`src/rtl/mips_muldiv_unit_pkg.sv`:
```
// Shared definitions for the MIPS multiply/divide unit:
// ALU opcode numbers it answers to and FSM state encodings.
package mips_muldiv_unit_pkg;

    localparam int MD_WIDTH = 32;

    // Same numbering as the ALU opcode map (SLL..UCMP)
    localparam logic [3:0] ALUOP_MULTU = 4'd3;
    localparam logic [3:0] ALUOP_DIVU  = 4'd4;

    typedef enum logic [1:0] {
        ST_IDLE = 2'd0,
        ST_RUN  = 2'd1,
        ST_FIN  = 2'd2
    } md_state_e;

    function automatic logic is_muldiv_op(
        input logic [3:0] op,
        input logic [3:0] op_mul,
        input logic [3:0] op_div
    );
        return (op == op_mul) || (op == op_div);
    endfunction

endpackage

```
`src/rtl/mips_muldiv_unit_step.sv`:
```
// One combinational iteration of shift-add multiply or
// restoring divide on the {acc_hi, acc_lo} accumulator.
//
// Ports:
//   i_op      : opcode; OP_DIVU selects divide, anything else multiply
//   i_acc_hi  : P_hi (multiply) / remainder R (divide)
//   i_acc_lo  : P_lo (multiply) / quotient Q (divide)
//   i_operand : multiplicand X (multiply) / divisor Y (divide)
//   o_acc_hi  : next acc_hi
//   o_acc_lo  : next acc_lo
module muldiv_step
    import mips_muldiv_unit_pkg::*;
#(
    parameter int         WIDTH   = MD_WIDTH,
    parameter logic [3:0] OP_DIVU = ALUOP_DIVU
) (
    input  logic [3:0]       i_op,
    input  logic [WIDTH-1:0] i_acc_hi,
    input  logic [WIDTH-1:0] i_acc_lo,
    input  logic [WIDTH-1:0] i_operand,
    output logic [WIDTH-1:0] o_acc_hi,
    output logic [WIDTH-1:0] o_acc_lo
);

    logic             w_is_div;
    logic [WIDTH:0]   w_sum;
    logic [WIDTH:0]   w_shl;
    logic [WIDTH+1:0] w_t;
    logic             w_fits;
    logic             w_unused_t;

    always_comb begin
        w_is_div = (i_op == OP_DIVU);

        // Multiply: conditional add with carry out into bit WIDTH
        w_sum = {1'b0, i_acc_hi};
        if (i_acc_lo[0]) begin
            w_sum = {1'b0, i_acc_hi} + {1'b0, i_operand};
        end

        // Divide: {R,Q} << 1, then trial subtract.
        // Kept R is always below the divisor (or equals the
        // shifted-in dividend prefix when Y=0), so WIDTH bits
        // of storage suffice; the shifted value needs WIDTH+1.
        w_shl      = {i_acc_hi, i_acc_lo[WIDTH-1]};
        w_t        = {1'b0, w_shl} - {2'b00, i_operand};
        w_fits     = ~w_t[WIDTH+1];
        w_unused_t = w_t[WIDTH];

        if (w_is_div) begin
            o_acc_hi = w_fits ? w_t[WIDTH-1:0] : w_shl[WIDTH-1:0];
            o_acc_lo = {i_acc_lo[WIDTH-2:0], w_fits};
        end else begin
            o_acc_hi = w_sum[WIDTH:1];
            o_acc_lo = {w_sum[0], i_acc_lo[WIDTH-1:1]};
        end
    end

endmodule

```
`src/rtl/mips_muldiv_unit.sv`:
```
// Iterative unsigned MULTU/DIVU unit beside the ALU in EX,
// holding the architectural HI/LO registers.
//
// Ports:
//   LOGISIM_CLOCK_TREE_0 : clock tree bus, bit 4 is the clock
//   reset_n              : async active-low reset
//   start, AluOP, X, Y   : operation request
//   hi_we, lo_we, wdata  : MTHI/MTLO writes (honoured in IDLE)
//   HI, LO               : architectural registers
//   busy                 : operation in flight (RUN or FIN)
//   done                 : one-cycle pulse, HI/LO just written
module mips_muldiv_unit
    import mips_muldiv_unit_pkg::*;
#(
    parameter int         WIDTH    = MD_WIDTH,
    parameter logic [3:0] OP_MULTU = ALUOP_MULTU,
    parameter logic [3:0] OP_DIVU  = ALUOP_DIVU
) (
    input  logic [4:0]       LOGISIM_CLOCK_TREE_0,
    input  logic             reset_n,
    input  logic             start,
    input  logic [3:0]       AluOP,
    input  logic [WIDTH-1:0] X,
    input  logic [WIDTH-1:0] Y,
    input  logic             hi_we,
    input  logic             lo_we,
    input  logic [WIDTH-1:0] wdata,
    output logic [WIDTH-1:0] HI,
    output logic [WIDTH-1:0] LO,
    output logic             busy,
    output logic             done
);

    localparam int CW = $clog2(WIDTH);

    wire w_clk = LOGISIM_CLOCK_TREE_0[4];
    wire w_unused_tree = ^LOGISIM_CLOCK_TREE_0[3:0];

    md_state_e        r_state;
    md_state_e        w_state_nxt;
    logic [CW-1:0]    r_cnt;
    logic [3:0]       r_op;
    logic [WIDTH-1:0] r_opnd;
    logic [WIDTH-1:0] r_acc_hi;
    logic [WIDTH-1:0] r_acc_lo;
    logic [WIDTH-1:0] r_hi;
    logic [WIDTH-1:0] r_lo;
    logic             r_done;

    logic             w_accept;
    logic             w_last;
    logic [WIDTH-1:0] w_step_hi;
    logic [WIDTH-1:0] w_step_lo;

    assign w_accept = (r_state == ST_IDLE) && start
                      && is_muldiv_op(AluOP, OP_MULTU, OP_DIVU);
    assign w_last   = (r_cnt == CW'(WIDTH - 1));

    muldiv_step #(
        .WIDTH   (WIDTH),
        .OP_DIVU (OP_DIVU)
    ) u_step (
        .i_op      (r_op),
        .i_acc_hi  (r_acc_hi),
        .i_acc_lo  (r_acc_lo),
        .i_operand (r_opnd),
        .o_acc_hi  (w_step_hi),
        .o_acc_lo  (w_step_lo)
    );

    always_ff @(posedge w_clk or negedge reset_n) begin
        if (!reset_n) begin
            r_state <= ST_IDLE;
        end else begin
            r_state <= w_state_nxt;
        end
    end

    always_comb begin
        w_state_nxt = r_state;
        unique case (r_state)
            ST_IDLE: if (w_accept) w_state_nxt = ST_RUN;
            ST_RUN:  if (w_last)   w_state_nxt = ST_FIN;
            ST_FIN:  w_state_nxt = ST_IDLE;
            default: w_state_nxt = ST_IDLE;
        endcase
    end

    always_ff @(posedge w_clk or negedge reset_n) begin
        if (!reset_n) begin
            r_cnt    <= '0;
            r_op     <= '0;
            r_opnd   <= '0;
            r_acc_hi <= '0;
            r_acc_lo <= '0;
            r_hi     <= '0;
            r_lo     <= '0;
            r_done   <= 1'b0;
        end else begin
            r_done <= 1'b0;
            unique case (r_state)
                ST_IDLE: begin
                    // MTHI/MTLO may share the edge with an accepted
                    // op; the op's result overwrites them at FIN.
                    if (hi_we) r_hi <= wdata;
                    if (lo_we) r_lo <= wdata;
                    if (w_accept) begin
                        r_op     <= AluOP;
                        r_cnt    <= '0;
                        r_acc_hi <= '0;
                        if (AluOP == OP_DIVU) begin
                            r_acc_lo <= X;
                            r_opnd   <= Y;
                        end else begin
                            r_acc_lo <= Y;
                            r_opnd   <= X;
                        end
                    end
                end
                ST_RUN: begin
                    r_acc_hi <= w_step_hi;
                    r_acc_lo <= w_step_lo;
                    r_cnt    <= r_cnt + 1'b1;
                end
                ST_FIN: begin
                    r_hi   <= r_acc_hi;
                    r_lo   <= r_acc_lo;
                    r_done <= 1'b1;
                end
                default: begin
                    r_done <= 1'b0;
                end
            endcase
        end
    end

    assign HI   = r_hi;
    assign LO   = r_lo;
    assign busy = (r_state != ST_IDLE);
    assign done = r_done;

endmodule

```
`config.mk`:
```
export PLATFORM = sky130hd
export DESIGN_NAME = mips_muldiv_unit
export DESIGN_NICKNAME = d
export VERILOG_FILES = /design/src/rtl/mips_muldiv_unit_pkg.sv /design/src/rtl/mips_muldiv_unit_step.sv /design/src/rtl/mips_muldiv_unit.sv
export SDC_FILE = /design/constraint.sdc
export NUM_CORES = 1
export LEC_CHECK = 0
export BUFFER_PORTS_ARGS = -buffer_cell sky130_fd_sc_hd__buf_2
export CAP_MARGIN = 40
export CORE_MARGIN = 4
export CORE_UTILIZATION = 59
export DETAILED_ROUTE_END_ITERATION = 16
export HOLD_SLACK_MARGIN = 0.1
export PLACE_DENSITY = 0.82
export SLEW_MARGIN = 25
export SYNTH_ARGS = -nofsm -noshare
export SYNTH_HDL_FRONTEND = slang
export SYNTH_SLANG_ARGS = --single-unit
export TNS_END_PERCENT = 1
```
`constraint.sdc`:
```
create_clock -name LOGISIM_CLOCK_TREE_0 -period 4.25 [get_ports LOGISIM_CLOCK_TREE_0]
set_input_delay 0.425 -clock LOGISIM_CLOCK_TREE_0 [delete_from_list [all_inputs] [get_ports LOGISIM_CLOCK_TREE_0]]
set_output_delay 0.425 -clock LOGISIM_CLOCK_TREE_0 [all_outputs]
set_load 0.005 [all_outputs]
```
==> flow_metrics.py <==
metrics = {
    "critical_path": {
        "worstPathMaxFanout": 23,
        "r2r_slack_ps": 780,
        "slowest_stage": "dfrtp_1",
        "cp_cell_sequence": "inv_1 -> ha_1 -> and4_1 -> a21oi_1 -> nand4b_1 -> o21ai_1 -> a31oi_2 -> a31oi_4 -> buf_4 -> nand2b_1 -> buf_4 -> o221ai_1 -> o21ai_1",
        "crit_arrival_ps": 3830,
        "startpoint": "r_opnd[5]$_DFFE_PN0P_",
        "worstPathRequired_ps": 4610,
        "r2r-start": "r_opnd[5]$_DFFE_PN0P_",
        "crit_family": "compound AO/OA/AOI/OAI gates",
        "end_kind": "flip-flop",
        "crit_buf_inv": 3,
        "critPathMaxStageDelay_ps": 390,
        "critPathKind": "reg2reg",
        "r2r_cells": 13,
        "path_depth": 13,
        "cp-start-kind": "flip-flop",
        "timing.rr.end": "r_acc_hi[12]$_DFFE_PN0P_",
        "endpoint": "r_acc_hi[12]$_DFFE_PN0P_",
    },
    "synth": {
        "synth_top_cell_area_share": 0.361,
        "async_reset_ff_frac": 1.00,
        "syn-cell-area_sq_mm": 0.0119,
        "synth_edf_count": 0,
        "ys_dominant_reg_cell": "dfrtp_1",
        "yosysWarningCount": 0,
        "ys_seq_area_frac": 0.361,
        "syn-num-nets": 1611,
        "synth-seq-cells": 172,
        "synth.avg_cell_area_sq_um": 8.31,
        "synthTopCellsByArea": "dfrtp_1 (36%), nand2_1 (7.2%), ha_1 (6.9%)",
        "postSynthCellCount": 1434,
        "synth_cell_types": 69,
        "yosys.area.top_type": "dfrtp_1",
    },
    "layout": {
        "final_layout_size_suffix_gt1_frac": 0.156,
        "antenna_cells": 0,
        "final_nets": 1736,
        "stdcell_count": 1837,
        "syn2layout_area_growth_pct": 14.6,
    },
    "route": {
        "vias_per_cell": 6.27,
        "wl_per_cell_um": 20.0,
        "vias": 11500,
        "ant_nets": 0,
        "drt_first_pass_iters": 5,
        "wl_mm": 36.7,
        "drc": 0,
        "drtIter0Drc": 937,
    },
    "power_and_ir_drop": {
        "ir_worst_vdd_mv": 0.420,
        "p_leak_uw": 0.00624,
        "p_per_area_mw_per_mm2": 810,
        "fin_total_pwr_uw": 11100,
    },
    "floorplanning": {
        "die_h_um": 150,
        "dieArea_sq_mm": 0.0225,
        "core_area_sq_mm": 0.0197,
        "rows": 51,
        "start_util": 0.606,
        "ios": 175,
        "die_x_um": 150,
    },
    "sta": {
        "setup_slack_ps": 778,
        "hold_viol_final": 0,
        "holdWs_ps": 240,
        "setup_viol": 0,
        "tightestPinTransition_ps": 816,
        "rsz0062_at_grt": "false",
        "finalCritPeriodShare": 0.817,
        "min_period_ps": 3470,
        "clock.fmax_ghz": 0.288,
        "fin_skew_ps": 16.0,
        "drv_slew": 0,
        "relSlewSlack": 0.455,
        "final.setup.tns_ps": 0,
    },
    "placement": {
        "place_congestion": 0.950,
        "dpl.hpwl_mm": 27.0,
        "dp_slack_ps": 911,
        "dp.cells": 1804,
        "port_buffers": 170,
    },
    "grt": {
        "grt_pass1_vias": 11300,
        "grt_overflow": 0,
        "antenna_found_initial": 0,
        "grt_pass1_wl_mm": 58.2,
        "grt_usage": 0.325,
        "grt_start_max_net_pins": 68,
    },
    "hold_path": {
        "hold_path_class": "in2reg",
    },
    "clock_network": {
        "cts_sinks": 172,
        "root_buffer": "clkbuf_16",
        "clk_pin_slew_ps": 80,
        "insertion_delay_ps": 450,
        "cts-htree-levels": 4,
        "clk_path_buf_depth": 2,
        "cts_tree": "built",
        "cts_made_buffers": 17,
    },
    "run": {
        "max_cap_viol_count": 0,
    },
    "outcome": {
        "status": "finished clean",
    },
}
-- synth_stat cells (29+ instances only) --
master / n
a211oi_1: 44
a21oi_1: 130
a31oi_1: 34
clkbuf_1: 68
dfrtp_1: 172
ha_1: 66
inv_1: 50
mux2i_1: 70
nand2_1: 228
nor2_1: 86
nor2b_1: 41
o21ai_0: 134
o21ai_1: 29
xnor2_1: 32
-- cell families (layout without fill, tap and decap cells) --
group / after synthesis / count (layout) / synth area share
flip-flops: 172 / 172 / 0.361
AND/OR/NAND/NOR: 433 / 433 / 0.160
AO/OA/AOI/OAI: 497 / 497 / 0.260
adder cells (fa/ha/maj): 68 / 68 / 0.0727
buffers and inverters: 135 / 273 / 0.0433
multiplexers: 73 / 73 / 0.0616
XOR/XNOR: 56 / 56 / 0.0412
-- cell type report --
class | instances | area [sq um]
Clock inverter | 14 | 168
Fill cell | 1599 | 6000
Clock buffer | 18 | 439
Timing Repair Buffer | 191 | 1080
Sequential cell | 172 | 4300
Tap cell | 265 | 332
Inverter | 50 | 188
Multi-Input combinational cell | 1127 | 7150
-- placed cells by master (no fill, tap or decap), drive strengths merged, types with 4 or more instances in the layout --
cell	instances
and3	6
inv	57
o221ai	12
o31ai	7
o211ai	14
a21oi	132
o21a	8
xnor2	32
clkinv	7
a211o	4
a221oi	7
buf	190
a211oi	44
mux2i	70
nand2	228
o22ai	11
dfrtp	172
o21ai	165
and4	4
nand3	22
nor3	8
xor2	24
nor2	86
nand4	7
o21bai	7
a31oi	36
a21o	26
ha	66
clkbuf	18
nor2b	41
or3	5
nand2b	10
and2	7
-- layer usage --
metal | vias to the layer above | track usage | wire [um]
met4 | 0 | 0.202 | 2410
met2 | 574 | 0.534 | 17500
met3 | 129 | 0.0575 | 2580
li1 | 5389 | - | -
met5 | - | 0 | 0
met1 | 5427 | 0.397 | 14200
-- worst register-to-register path, cell delays in order, from the launching register on --
cell and delay, ps:
dfrtp_1 390, inv_1 60, ha_1 390, and4_1 250, a21oi_1 190, nand4b_1 150
o21ai_1 300, a31oi_2 250, a31oi_4 240, buf_4 300, nand2b_1 250, buf_4 250
o221ai_1 150, o21ai_1 200
-- sequential cells by signal, summed over array words and instances (netlist names) --
name,flops
r_opnd,32
r_op,4
LO,32
r_acc_lo,32
r_cnt,5
HI,32
r_acc_hi,32
done,1
r_state,2
-- repair_timing --
action,4_1_cts,5_1_grt
hold endpoints to repair,42,0
gates resized for setup,0,0
buffers inserted,0,0
hold buffers,1,0
-- where the power goes --
group,total (uW),switching [uW],internal (uW)
sequential,3070,791,2280
clock,1610,795,810
combinational,6380,3700,2680
total,11100,5290,5770
-- worst min-delay path by stage --
stage                                  end  slack (ps)  cells after the start          startpoint
CTS                    r_op[1]$_DFFE_PN0P_         230                      2            AluOP[2]
global route           r_op[1]$_DFFE_PN0P_         240                      2            AluOP[2]
global placement        HI[27]$_DFFE_PN0P_         460                      2  HI[27]$_DFFE_PN0P_
finish                 r_op[1]$_DFFE_PN0P_         240                      2            AluOP[2]
floorplan                HI[0]$_DFFE_PN0P_         130                      0             reset_n
detailed placement  r_opnd[30]$_DFFE_PN0P_         360                      1             reset_n
-- stage by stage --
stage,utilization,instance area (sq um)
4_1_cts,0.695,13700
2_1_floorplan,-,11900
5_1_grt,0.695,13700
3_3_place_gp,0.661,13000
3_5_place_dp,0.664,13000
6_report,0.695,13700
No activity file was read; power rests on OpenSTA's default activity.
